===== src/rtl/gpio_in_debounce.sv =====
// gpio_in_debounce: per-pin pad synchronizer followed by a consecutive-cycle debounce filter feeding gpio_i.
// Optional registered edge pulses are built when GPIO_DEBOUNCE_EDGE_EN is defined.
module gpio_in_debounce #(
  parameter int NUM_GPIO        = 1,
  parameter int SYNC_STAGES     = 2,
  parameter int DEBOUNCE_CYCLES = 1000
) (
  input  logic                clk,
  input  logic                rst_n,
  input  logic [NUM_GPIO-1:0] gpio_pad_i,
  input  logic [NUM_GPIO-1:0] db_en,
`ifdef GPIO_DEBOUNCE_EDGE_EN
  output logic [NUM_GPIO-1:0] gpio_redge_o,
  output logic [NUM_GPIO-1:0] gpio_fedge_o,
`endif
  output logic [NUM_GPIO-1:0] gpio_db_o
);

  localparam int CW = $clog2(DEBOUNCE_CYCLES + 1);
  localparam logic [CW-1:0] CNT_ZERO = CW'(32'd0);
  localparam logic [CW-1:0] CNT_ONE  = CW'(32'd1);
  localparam logic [CW-1:0] CNT_LAST = CW'(DEBOUNCE_CYCLES - 1);

  logic [NUM_GPIO-1:0] sync_r [SYNC_STAGES];
  logic [NUM_GPIO-1:0] sync_s;
  logic [CW-1:0]       cnt_r     [NUM_GPIO];
  logic [CW-1:0]       cnt_nxt_s [NUM_GPIO];
  logic [NUM_GPIO-1:0] db_r;
  logic [NUM_GPIO-1:0] db_nxt_s;

  // Synchronizer chain: plain flop-to-flop, nothing between stages.
  always_ff @(posedge clk or negedge rst_n) begin
    if (!rst_n) begin
      for (int k = 0; k < SYNC_STAGES; k++) begin
        sync_r[k] <= {NUM_GPIO{1'b0}};
      end
    end else begin
      sync_r[0] <= gpio_pad_i;
      for (int k = 1; k < SYNC_STAGES; k++) begin
        sync_r[k] <= sync_r[k-1];
      end
    end
  end

  assign sync_s = sync_r[SYNC_STAGES-1];

  // Per-pin filter decision; the counter only runs while the pin disagrees with its output.
  always_comb begin
    db_nxt_s = db_r;
    for (int i = 0; i < NUM_GPIO; i++) begin
      cnt_nxt_s[i] = CNT_ZERO;
      if (!db_en[i]) begin
        db_nxt_s[i] = sync_s[i];
      end else if (sync_s[i] == db_r[i]) begin
        cnt_nxt_s[i] = CNT_ZERO;
      end else if (cnt_r[i] == CNT_LAST) begin
        db_nxt_s[i] = sync_s[i];
      end else begin
        cnt_nxt_s[i] = cnt_r[i] + CNT_ONE;
      end
    end
  end

  // Filter state registers: counters and the debounced level.
  always_ff @(posedge clk or negedge rst_n) begin
    if (!rst_n) begin
      db_r <= {NUM_GPIO{1'b0}};
      for (int i = 0; i < NUM_GPIO; i++) begin
        cnt_r[i] <= CNT_ZERO;
      end
    end else begin
      db_r <= db_nxt_s;
      for (int i = 0; i < NUM_GPIO; i++) begin
        cnt_r[i] <= cnt_nxt_s[i];
      end
    end
  end

  assign gpio_db_o = db_r;

`ifdef GPIO_DEBOUNCE_EDGE_EN
  logic [NUM_GPIO-1:0] gpio_db_last_r;
  logic [NUM_GPIO-1:0] redge_r;
  logic [NUM_GPIO-1:0] fedge_r;

  // Edge pulses registered one cycle behind the debounced level; reset keeps last==cur so no pulse on release.
  always_ff @(posedge clk or negedge rst_n) begin
    if (!rst_n) begin
      gpio_db_last_r <= {NUM_GPIO{1'b0}};
      redge_r        <= {NUM_GPIO{1'b0}};
      fedge_r        <= {NUM_GPIO{1'b0}};
    end else begin
      gpio_db_last_r <= db_r;
      redge_r        <= db_r & ~gpio_db_last_r;
      fedge_r        <= ~db_r & gpio_db_last_r;
    end
  end

  assign gpio_redge_o = redge_r;
  assign gpio_fedge_o = fedge_r;
`endif

endmodule

===== config.mk =====
export PLATFORM = sky130hd
export DESIGN_NAME = gpio_in_debounce
export DESIGN_NICKNAME = d
export VERILOG_FILES = /design/src/rtl/gpio_in_debounce.sv
export SDC_FILE = /design/constraint.sdc
export NUM_CORES = 1
export LEC_CHECK = 0
export ABC_AREA = 1
export BUFFER_PORTS_ARGS = -buffer_cell sky130_fd_sc_hd__buf_4
export CAP_MARGIN = 20
export CORE_AREA = 2 2 39 41
export DETAILED_ROUTE_END_ITERATION = 7
export DIE_AREA = 0 0 41 43
export PLACE_DENSITY_LB_ADDON = 0.1
export SLEW_MARGIN = 10
export SYNTH_ARGS = -nofsm -noshare
export SYNTH_HDL_FRONTEND = slang
export SYNTH_SLANG_ARGS = --single-unit

===== constraint.sdc =====
create_clock -name clk -period 1.4 [get_ports clk]
set_input_delay 0.14 -clock clk [delete_from_list [all_inputs] [get_ports clk]]
set_output_delay 0.14 -clock clk [all_outputs]
set_load 0.01 [all_outputs]

# Word level (Yosys, flattened, before mapping)
# Index checks and enable logic that the tools add are counted.
[word_totals]
regBits = 13
[op_classes]
reduce_logical = 1
addsub = 1
eq_ne = 4
mux = 6
[ops]
columns = ["cell", "n"]
rows = [
  ["$mux W10", 3],
  ["$add A10 B1 Y10 const B", 1],
  ["$eq A10 B10 Y1 const B", 1],
  ["$mux W1", 3],
  ["$ne A2 B1 Y1 const B", 1],
  ["$ne A2 B2 Y1 const B", 1],
  ["$reduce_and A2 Y1", 1],
  ["$eq A1 B1 Y1", 1],
]

# Longest topological paths before layout
[depth]
depth_word = 4
depth_mapped = 8
mapped_depth_nobuf = 8

# Least setup slack after synthesis
# No wires, ideal clock.
[synth_path]
kind = "reg2reg"
from = "reg cnt_r[0] (netlist name)"
to = "reg cnt_r[8] (netlist name)"
setup_slack_ns = 0.211
stages_incl_launch_ff = 9
arrival_time_ns = 1.120
synth_period_minus_slack_ns = 1.189
t_required_ns = 1.331
path_cell_list = "dfrtp_1 > ha_1 > nand2_1 > inv_1 > nand2_1 > nor2_2 > nor2_4 > nand2_4 > nor2_2"
[synth_rtl]
columns = ["element", "line_no", "text"]
rows = [
  ["start, declared", "26", "logic [CW-1:0] cnt_r [NUM_GPIO];"],
  ["start signal, assigned by index", "74", "cnt_r[i] <= cnt_nxt_s[i];"],
]

==> results.toml <==
[worst_setup_path]
rr_startpoint = "cnt_r[0]"
path_depth = 8
setup.worst_path.start = "cnt_r[0]"
worstSetupEndpointType = "flop"
path_cells = "ha_4, nand2_2, inv_2, nand2_2, nor2_2, nor2_4, nand2_4, nor2_2"
rr_endpoint = "cnt_r[3]"
slowest_delay_ns = 0.42
path_max_fanout = 5
cp_slowest_cell = "dfrtp_1"
start_kind = "flop"
crit_type = "reg -> reg"
cp_top_family = "simple AND/OR/NAND/NOR gates"
cp_num_buf_inv = 1
cp.required_ns = 1.61
rr_worst_depth = 8
rrSetupSlack_ns = 0.10
crit_end = "cnt_r[3]"
cp.arrival_ns = 1.51

[floorplan]
coreArea_sq_um = 1380
die-area_sq_um = 1760
die_h_microns = 43
fp-row-count = 14
start_util_pct = 44.1
ios = 5
chipWidth_microns = 41

[timing]
relSlewSlack_pct = 66.1
slew_viol_final = 0
rsz0062_at_grt = "false"
tns_ns = 0
post-route-period-util_pct = 92.6
max_freq_mhz = 771
hold_viol_final = 0
post-route-min-period_ns = 1.30
final-setup-viol-count = 0
worst_pin_slew_ns = 0.507
skew_ns = 0.00531

[layout]
finish.instance_area_sq_um = 756
diodes = 0
nNetsFinal = 85
fillers = 126
register_area_sq_um = 325
multi_input_area_sq_um = 297
syn_to_final_growth_pct = 23.8
drive_above_1_share_pct = 31.6

[logic_synthesis]
synth_top_area_share_pct = 53.3
synth_area_leaders = "dfrtp_1, xor2_1, nor2_1, nand2_1, inv_1"
synth_seq_area_share_pct = 53.3
syn_avg_cell_area_sq_um = 9.11
synth.largest_area_cell = "dfrtp_1"
synth_warnings = 0
yosysUniqueCellTypes = 13
yosys_register_bits = 13
synth_cells = 67
syn_area_sq_um = 611
synthesis.nets = 72

[cts]
h-tree-depth = 1
worstSkewPairLatency_ns = 0.28
cts-root-buf = "clkbuf_4"
clock_path_buffers = 2
clkTransAtPathRegs_ns = 0.09
cts_buffers = 3
clock_sinks = 13
cts_tree = "yes"

[global_routing]
grt.total_usage_pct = 14.9
grt-ovfl-total = 0
grt_pass1_wl_microns = 1730
grt_max_degree = 14
antenna_found_initial = 0
grt_pass1_vias = 408

[route]
drt_iter0_drc = 5
routedWlPerCell_microns = 10.9
viasPerCell = 4.59
vias = 436
ant_nets = 0
drc = 0
drt-total-wl_microns = 1040
drt_pass1_iterations = 4

[min_path]
hold_class = "in -> async"

[pwr]
power_density_nw_per_um2 = 933
switching_share_pct = 25.6
p_clk_share_pct = 34.2
comb_power_share_pct = 9.7
p_leak_nw = 0.362
p_int_mw = 0.525
seq_power_share_pct = 56.0
ir_drop_v = 0.000654
power_switching_mw = 0.180

[placement]
dpl_cell_area_sq_um = 661
io_buffer_count = 4
hpwl_microns = 693
gp_congestion = 0.773

[run]
cap_viol_max_count = 0

[outcome]
status = "complete, no violations"
-- placed cells by master (no fill, tap or decap), drive strengths merged --
| cell | n |
|---|---|
| nor2 | 18 |
| clkbuf | 4 |
| buf | 5 |
| xnor2 | 2 |
| xor2 | 6 |
| nand2 | 15 |
| o21ai | 1 |
| inv | 8 |
| nand3 | 4 |
| ha | 1 |
| dlygate4sd3 | 2 |
| dfrtp | 13 |
-- power by group through the flow --
stage / Combinational, mW / Clock [mW] / Sequential, mW
after floorplan: 0.0263 / 0 / 0.400
after global placement: 0.0506 / 0 / 0.400
after detailed placement: 0.0504 / 0 / 0.401
after CTS: 0.0550 / 0.238 / 0.393
after global routing: 0.0792 / 0.268 / 0.397
final: 0.0686 / 0.241 / 0.395
-- routing by layer --
metal	share of wire [%]	track usage (%)
met1	49	21.8
met2	48	20.0
met3	3.2	4.71
met4	0	6.00
met5	0	0
-- stage by stage --
stage	instances	worst slack, ns	power, mW	hold slack, ns	util (%)
after floorplan	67	0.211	0.427	-0.156	-
after global placement	87	0.109	0.450	-0.00867	47.7
after detailed placement	87	0.0906	0.451	-0.0105	47.7
after CTS	93	0.0712	0.687	0.240	51.1
after global routing	95	0.00871	0.744	0.253	54.6
final	95	0.103	0.705	0.230	54.6
-- final cells by class --
cell class              instances  share of cell area, %
inverters                       8                   3.97
well taps                      16                   2.65
multi-input cells              47                   39.2
clock buffers                   4                   3.48
repair buffers                  7                   7.62
flip-flops and latches         13                   43.0
-- logic make-up after synthesis --
| logic type | synth area share, % |
|---|---|
| compound gates | 0.819 |
| xor+xnor | 11.5 |
| fa+ha+maj | 2.05 |
| buf+inv | 4.92 |
| flops | 53.3 |
| simple gates | 27.5 |
-- synth_stat cells (all sizes together) --
library cell	count
xnor2	2
inv	8
dfrtp	13
nand3	4
xor2	6
nand2	14
nor2	18
o21ai	1
ha	1
-- sequential cells by signal, summed over array words and instances, names as in the netlist --
register / cells
cnt_r: 10
gpio_db_o: 1
sync_s: 1
sync_r: 1
-- worst reg2reg max path, cell delays in order (launching register included) --
cell and delay [ns]:
dfrtp_1 0.42, ha_4 0.18, nand2_2 0.07, inv_2 0.04, nand2_2 0.05, nor2_2 0.05
nor2_4 0.19, nand2_4 0.11, nor2_2 0.13
-- how the worst min path moves through the flow --
stage	from	end	slack, ns	cells after the start
2_1_floorplan	rst_n	cnt_r[0]	-0.16	0
3_3_place_gp	rst_n	cnt_r[8]	-0.009	1
3_5_place_dp	rst_n	cnt_r[8]	-0.01	1
4_1_cts	rst_n	cnt_r[9]	0.24	2
5_1_grt	rst_n	cnt_r[7]	0.25	2
6_report	rst_n	cnt_r[8]	0.23	2
-- repair_timing --
action	4_1_cts	5_1_grt
hold buffers	2	0
buffers inserted	0	1
endpoints found under the hold margin	14	0
resized for setup	0	11
endpoints found under the setup margin	0	10
Power figures use the tool's default switching activity.
